===== src/rtl/matrix_pkg.sv =====
// Shared constants and helpers for the KxK sliding-window generator.
package matrix_pkg;

    localparam int CNT_W = 16;

    function automatic bit k_legal(input int k);
        return (k == 3) || (k == 5) || (k == 7);
    endfunction

    // Flat element index of window position (r, c); r=0 oldest row, c=0 oldest column.
    function automatic int win_idx(input int r, input int c, input int k);
        return r * k + c;
    endfunction

endpackage


===== src/rtl/matrix_kxk_line_buf.sv =====
// One line of pixel storage: single address, combinational read, write on we.
// A read and a write to the same address in one cycle return the old contents.
module line_buf #(
    parameter int DEPTH = 30,
    parameter int DW    = 8,
    localparam int AW   = (DEPTH > 1) ? $clog2(DEPTH) : 1
) (
    input  logic          clk,
    input  logic          we,
    input  logic [AW-1:0] addr,
    input  logic [DW-1:0] wdata,
    output logic [DW-1:0] rdata
);

    logic [DW-1:0] mem [DEPTH];

    assign rdata = mem[addr];

    always_ff @(posedge clk) begin
        if (we) begin
            mem[addr] <= wdata;
        end
    end

endmodule


===== src/rtl/matrix_kxk.sv =====
// Streaming KxK window generator over a raster pixel stream with top/left edge handling.
// Define MATRIX_ZERO_PAD_EN to pad out-of-frame rows and left columns with 0 instead of replicating edges.
module matrix_kxk
    import matrix_pkg::*;
#(
    parameter int COL = 30,
    parameter int ROW = 30,
    parameter int K   = 3,
    parameter int DW  = 8
) (
    input  logic               clk,
    input  logic               rst_n,
    input  logic               valid_in,
    input  logic               sof_in,
    input  logic [DW-1:0]      din,
    output logic               valid_out,
    output logic [K*K*DW-1:0]  win_data,
    output logic [CNT_W-1:0]   win_row,
    output logic [CNT_W-1:0]   win_col
);

    localparam int AW = (COL > 1) ? $clog2(COL) : 1;

    if (!k_legal(K)) begin : g_bad_k
        $error("matrix_kxk: K must be 3, 5 or 7");
    end

    logic [CNT_W-1:0] col_cnt;
    logic [CNT_W-1:0] row_cnt;
    logic [CNT_W-1:0] cur_col;
    logic [CNT_W-1:0] cur_row;
    logic [DW-1:0]    buf_rd   [K-1];
    logic [DW-1:0]    raw_pix  [K];
    logic [DW-1:0]    new_pix  [K];
    logic [DW-1:0]    win_reg  [K][K];
    logic [DW-1:0]    win_next [K][K];
    logic [CNT_W-1:0] win_row_reg;
    logic [CNT_W-1:0] win_col_reg;
    logic             valid_reg;

    // A start-of-frame pixel is position (0,0) regardless of where the counters are.
    assign cur_col = sof_in ? '0 : col_cnt;
    assign cur_row = sof_in ? '0 : row_cnt;

    assign raw_pix[K-1] = din;

    for (genvar gi = 0; gi < K - 1; gi++) begin : g_lb
        logic [DW-1:0] wdata;
        if (gi == 0) begin : g_first
            assign wdata = din;
        end else begin : g_cascade
            assign wdata = buf_rd[gi-1];
        end

        line_buf #(
            .DEPTH (COL),
            .DW    (DW)
        ) u_line_buf (
            .clk   (clk),
            .we    (valid_in),
            .addr  (cur_col[AW-1:0]),
            .wdata (wdata),
            .rdata (buf_rd[gi])
        );

        assign raw_pix[K-2-gi] = buf_rd[gi];
    end

    // Rows above the frame top never read the (unreset, possibly stale) buffers.
    always_comb begin
`ifndef MATRIX_ZERO_PAD_EN
        logic [DW-1:0] row0_pix;
        row0_pix = din;
        for (int s = 0; s < K; s++) begin
            if (s == K - 1 - int'(cur_row)) begin
                row0_pix = raw_pix[s];
            end
        end
`endif
        for (int r = 0; r < K; r++) begin
            new_pix[r] = raw_pix[r];
            if (int'(cur_row) < K - 1 - r) begin
`ifdef MATRIX_ZERO_PAD_EN
                new_pix[r] = '0;
`else
                new_pix[r] = row0_pix;
`endif
            end
        end
    end

    always_comb begin
        for (int r = 0; r < K; r++) begin
            for (int c = 0; c < K; c++) begin
                win_next[r][c] = win_reg[r][c];
                if (valid_in) begin
                    if (cur_col == '0) begin
`ifdef MATRIX_ZERO_PAD_EN
                        win_next[r][c] = (c == K - 1) ? new_pix[r] : '0;
`else
                        win_next[r][c] = new_pix[r];
`endif
                    end else if (c == K - 1) begin
                        win_next[r][c] = new_pix[r];
                    end else begin
                        win_next[r][c] = win_reg[r][(c < K - 1) ? c + 1 : c];
                    end
                end
            end
        end
    end

    always_ff @(posedge clk or negedge rst_n) begin
        if (!rst_n) begin
            col_cnt     <= '0;
            row_cnt     <= '0;
            win_row_reg <= '0;
            win_col_reg <= '0;
            valid_reg   <= 1'b0;
            win_reg     <= '{default: '0};
        end else begin
            valid_reg <= valid_in;
            win_reg   <= win_next;
            if (valid_in) begin
                win_row_reg <= cur_row;
                win_col_reg <= cur_col;
                if (sof_in) begin
                    col_cnt <= CNT_W'(1);
                    row_cnt <= '0;
                end else if (col_cnt == CNT_W'(COL - 1)) begin
                    col_cnt <= '0;
                    row_cnt <= (row_cnt == CNT_W'(ROW - 1)) ? '0 : row_cnt + 1'b1;
                end else begin
                    col_cnt <= col_cnt + 1'b1;
                end
            end
        end
    end

    for (genvar gi = 0; gi < K; gi++) begin : g_out_r
        for (genvar gj = 0; gj < K; gj++) begin : g_out_c
            assign win_data[win_idx(gi, gj, K)*DW +: DW] = win_reg[gi][gj];
        end
    end

    assign valid_out = valid_reg;
    assign win_row   = win_row_reg;
    assign win_col   = win_col_reg;

endmodule


===== config.mk =====
export PLATFORM = sky130hd
export DESIGN_NAME = matrix_kxk
export DESIGN_NICKNAME = d
export VERILOG_FILES = /design/src/rtl/matrix_pkg.sv /design/src/rtl/matrix_kxk_line_buf.sv /design/src/rtl/matrix_kxk.sv
export SDC_FILE = /design/constraint.sdc
export NUM_CORES = 1
export LEC_CHECK = 0
export CAP_MARGIN = 20
export CORE_MARGIN = 4
export CORE_UTILIZATION = 47
export DETAILED_ROUTE_END_ITERATION = 8
export PLACE_DENSITY = 0.74
export SLEW_MARGIN = 20
export SYNTH_ARGS = -nofsm -noshare
export SYNTH_HDL_FRONTEND = slang
export SYNTH_SLANG_ARGS = --single-unit

===== constraint.sdc =====
create_clock -name clk -period 2.7 [get_ports clk]
set_input_delay 0.405 -clock clk [delete_from_list [all_inputs] [get_ports clk]]
set_output_delay 0.405 -clock clk [all_outputs]
set_load 0.005 [all_outputs]

# Word-level counts from Yosys, hierarchy flattened
# Memory sizes are Yosys's and may differ from the RTL's.
# Index checks and enable logic that the tools add are counted.
# op_classes
n_addsub	3
order_cmp	2
n_eq_ne	4
mux	20
n_reduce_logical	4
# op_table
operator	n
$mux W16	7
$mux W8	11
$add A16 B1 Y16 const B	2
$eq A16 B5 Y1 const B	2
$logic_not A32 Y1	1
$eq A2 B17 Y1 const A	1
$eq A3 B17 Y1 const A	1
$sub A2 B16 Y17 const A	1
$logic_not A16 Y1	1
$lt A16 B1 Y1 const B	1
$lt A16 B2 Y1 const B	1
$mux W1	2
$reduce_and A2 Y1	1
$reduce_bool A2 Y1	1
# word_totals
ff_bits	137
ram_bits	480
output_inout_bits	105
word_cells	49
mem_count	2
# memory_table
memory	words	word_bits	read_ports	rd_clocked_by_memory_dff	write_ports	line_no	text
g_lb[0].u_line_buf.mem	30	8	1	0	1	matrix_kxk_line_buf.sv:15	logic [DW-1:0] mem [DEPTH];
g_lb[1].u_line_buf.mem	30	8	1	0	1	matrix_kxk_line_buf.sv:15	

# Longest topological paths before layout
# depth
depth_word	8
depth_mapped	13
depth_no_buf	9

# Cells and area by module
# A second synthesis with hierarchy kept.
# hier_totals
hier_cells	1715
area_unflattened_um2	25371.8
# modules_own_cells
module	instances	cells_per_inst	area_per_inst_um2
line_buf	2	541	9425.3
matrix_kxk	1	633	6521.3

# Worst setup path after synthesis
# Ideal clock, no wire load.
# synth_path
kind	register to register
from	reg col_cnt[0]
to	mem g_lb[1].u_line_buf.mem[0][0], data pin
setup_ns	0.341
arrival_time_ns	2.284
required_ns	2.359
setup_slack_ns	0.074
path_stages_with_launch	9
period_less_slack_ns	2.626
path_cell_list	dfrtp_1 -> buf_6 -> buf_8 -> buf_6 -> nor3b_1 -> a222oi_1 -> o21ai_0 -> nor3_2 -> nor2_1
# synth_rtl
item	line_no	text
from (decl)	matrix_kxk.sv:28	logic [CNT_W-1:0] col_cnt;
from (signal assigned)	matrix_kxk.sv:134	col_cnt <= col_cnt + 1'b1;
to (decl)	matrix_kxk_line_buf.sv:15	

# Worst setup path after layout
# layout_path
from	reg col_cnt[1]
to	reg win_reg, in the netlist win_data[32]
# layout_via
elab_chain_len	7
# layout_rtl
item	line_no	text
$mux W16 (*)	matrix_kxk.sv:42	assign cur_col = sof_in ? '0 : col_cnt;
$mem_v2 Z30 W8	-	
$mux W8 (3 in series)	matrix_kxk.sv:75	if (s == K - 1 - int'(cur_row)) begin
$mux W8	matrix_kxk.sv:82	if (int'(cur_row) < K - 1 - r) begin
$mux W8 (*)	matrix_kxk.sv:97	if (cur_col == '0) begin
to (signal assigned)	matrix_kxk.sv:123	win_reg <= win_next;
to (decl)	matrix_kxk.sv:35	logic [DW-1:0] win_reg [K][K];
# Every way passes the cells marked *; elsewhere a longest branch is shown, timed or not.
# A chain may end at the register's enable or synchronous reset.

==> results.md <==
- CTS root buf: clkbuf_16
- Die area: 57740 sq um
- Htree depth: 2
- Critical Path End Type: flop
- Worst EP arrival: 3.33 ns
- FF-to-FF path depth: 12
- Final Hold Viols: 0
- Clk_skew: 0.01850 ns
- Dpl cells: 2668
- Worst min-delay path category: in2reg
- Measured slew at the worst slew-check pin: 0.7077 ns
- Slew HR: 0.5268
- Site row count: 84
- Most common cell after layout, fill and taps aside: edfxtp_1
- Critical path class: reg2reg
- Most flop-heavy register: g_lb.u_line_buf.mem
- Ports: 117
- Cell count after synthesis: 1717
- Critical Path Most Common Cell: buf_4
- Via count: 17580
- DRC violations left: 0
- Post-route minimum period: 2.829 ns
- Violated checks: setup timing
- GPL Wtd Cong: 0.9670
- Met1 WL: 29170 um
- CTS max path bufs: 3
- Avg Synthesized Cell Area: 14.77 sq um
- Max-slew violation total from the final report: 0
- Dpl ws: -0.2081 ns
- Layout Cells excl Fill: 2815
- Critical Path Source: col_cnt[1]
- Unique masters post-synth: 90
- Max Freq: 0.3535 GHz
- Clock network power share: 0.335
- Pwr Density: 742.0 nW/um^2
- Max FFs per register: 480
- LEAKAGE: 11.53 nW
- Slowest Stage Delay on Critical Path: 0.53 ns
- CTS tree: built
- Final Worst Setup Slack: -0.1291 ns
- Required @ worst endpoint: 3.21 ns
- Nets: 2096
- Met3 wire length: 8335 um
- ANT nets after route: 0
- Crit share post-route: 1.048
- Crit-path max FO: 7
- Switching Power: 6.409 mW
- Area growth syn-to-layout: 26.57%
- Starting Density: 0.4788
- Flops & latches, synth: 617
- Delay-heaviest family, CP: compound AO/OA/AOI/OAI gates
- Internal: 17.41 mW
- Worst R2R End: win_data[32]
- Congestion Overflow GR: 0
- Post-synth EDFFs: 480
- # clock sinks: 617
- Layout cells sized above 1: 0.2658
- Status: finished, violations left
- Post-synth design cell area: 25360 sq um
- Initial DRC count: 2312
- RSZ-0062 raised after global routing: yes
- Worst Setup EP: win_data[32]
- Synth async-reset ratio: 0.2220
- Drt total wl: 77110 um
- Sequential area share after synthesis: 0.7035
- Largest net degree at the start of global routing: 148
- Top_reg_cell synth: edfxtp_1
- Vias per cell: 6.247
- DRT Pass-1 Iters: 7
- Syn Nets: 1733
- Peak VDD IR: 791.1 uV
- Clk slew on worst S/H paths: 0.06 ns
- Highest routed layer: met4
- Total power: 23.82 mW
- # setup viols final: 88
- Initial antenna violation count: 0
- Global Route Usage Sum: 0.2580
- Die Span X: 240.3 um
- Switching part of the total: 0.2691
- Met2 routed WL: 36120 um
- First-pass GRT wire length: 110900 um
- Height of the die: 240.3 um
- Total CTS buffers: 60
- Worst path cell trace: buf_4 -> nor2b_4 -> buf_8 -> buf_4 -> a222oi_1 -> a22oi_1 -> buf_4 -> nor3_4 -> nor3_1 -> buf_4 -> a211oi_2 -> o2bb2ai_1
- Number of global-route vias before repair: 16890
- CORE AREA: 52970 sq um
- Wire per inst: 27.39 um
- HPWL after DPL: 51760 um
- Most frequent cells in the layout: 480 x edfxtp_1, 234 x buf_4, 135 x dfrtp_1
- Worst hold slack: 0.1752 ns
- Part of the power in registers: 0.469
- Share of total power in combinational logic: 0.196
- Critical path buffers and inverters: 5
- Max_cap viols: 0
- Worst R2R Start: col_cnt[1]
- Slowest cell on the critical path: a222oi_1
- PortBufs: 116
- FF-to-FF setup slack: -0.13 ns
- Clk Latency, worst-skew pair: 0.63 ns
- Stages on the worst setup path: 12
- Startpoint Class: flop
- Synth Warn #: 0
[metrics by stage]
stage	utilization	setup TNS, ns	area, sq um
final	0.6060	-4.360	32100
after floorplan	-	0	25360
after global placement	0.5526	-15.78	29270
after detailed placement	0.5526	-22.08	29270
after CTS	0.5921	-0.2005	31370
after global routing	0.6059	-11.94	32100
[cells in the mapped netlist, drive strengths merged, types with 17 or more instances]
cell / instances / area (sq um)
a31o: 26 / 227.7
mux2i: 63 / 630.6
nor2: 133 / 501.7
a31oi: 19 / 118.9
edfxtp: 480 / 14410
a211oi: 18 / 145.1
nand3: 25 / 125.1
a21oi: 100 / 504.2
nand2: 89 / 336.6
clkbuf: 52 / 195.2
o21ai: 73 / 365.4
mux2: 42 / 473.0
nor3: 18 / 100.1
dfrtp: 137 / 3428
nor2b: 41 / 256.5
a22oi: 17 / 127.6
o2bb2ai: 18 / 163.9
a222oi: 25 / 250.2
buf: 67 / 450.4
a221oi: 27 / 267.8
[per-layer routing]
layer	up-vias	track usage
li1	7457	-
met1	8806	0.3570
met2	1119	0.4009
met3	202	0.05414
met4	0	0.1091
met5	-	0
[worst reg2reg max path, stage by stage (launching register included)]
cell	delay (ns)
dfrtp_4	0.49
buf_4	0.16
nor2b_4	0.07
buf_8	0.13
buf_4	0.14
a222oi_1	0.53
a22oi_1	0.18
buf_4	0.19
nor3_4	0.25
nor3_1	0.08
buf_4	0.17
a211oi_2	0.21
o2bb2ai_1	0.12
[power by group through the flow]
stage / Combinational [mW] / Sequential [mW] / Clock [mW]
after floorplan: 1.87 / 11.3 / 0
after global placement: 3.99 / 11.3 / 0
after detailed placement: 4.07 / 11.3 / 0
after CTS: 4.22 / 11.2 / 8.10
after global routing: 4.88 / 11.2 / 8.48
final: 4.67 / 11.2 / 7.98
[logic make-up (layout without fill, tap and decap cells)]
family	after synthesis	count (layout)	share of synthesized area
xor+xnor	17	17	0.005871
compound gates	450	450	0.1307
fa+ha+maj	4	4	0.001974
simple gates	376	377	0.07262
mux	121	121	0.05787
buf+inv	132	540	0.02738
flops	617	617	0.7035
other cells	0	1	0
[area by class of cell]
cell class,count,area [sq um]
clock buffer,83,1662
tap,688,860.8
clock inverter,25,186.4
antenna,1,2.502
inverter,13,51.30
timing repair buffer,419,4150
multi-input combinational,969,7336
fill,3900,20870
sequential,617,17850
[repair_timing]
action,CTS,global route
pin swaps,18,48
resized for setup,36,88
hold buffers,1,0
endpoints found under the setup margin,246,252
setup buffers,5,29
gates cloned,1,6
endpoints found under the hold margin,137,0
[worst min path at each step]
| stage | depth (start not counted) | from | slack (ns) | to |
|---|---|---|---|---|
| after floorplan | 0 | rst_n | 0.11 | col_cnt[0] |
| after global placement | 1 | rst_n | 0.29 | win_col[7] |
| after detailed placement | 1 | rst_n | 0.29 | win_col[7] |
| after CTS | 3 | valid_in | 0.14 | win_data[46] |
| after global routing | 2 | valid_in | 0.17 | win_data[46] |
| final | 2 | valid_in | 0.18 | win_data[46] |
No activity file was read; power rests on OpenSTA's default activity.
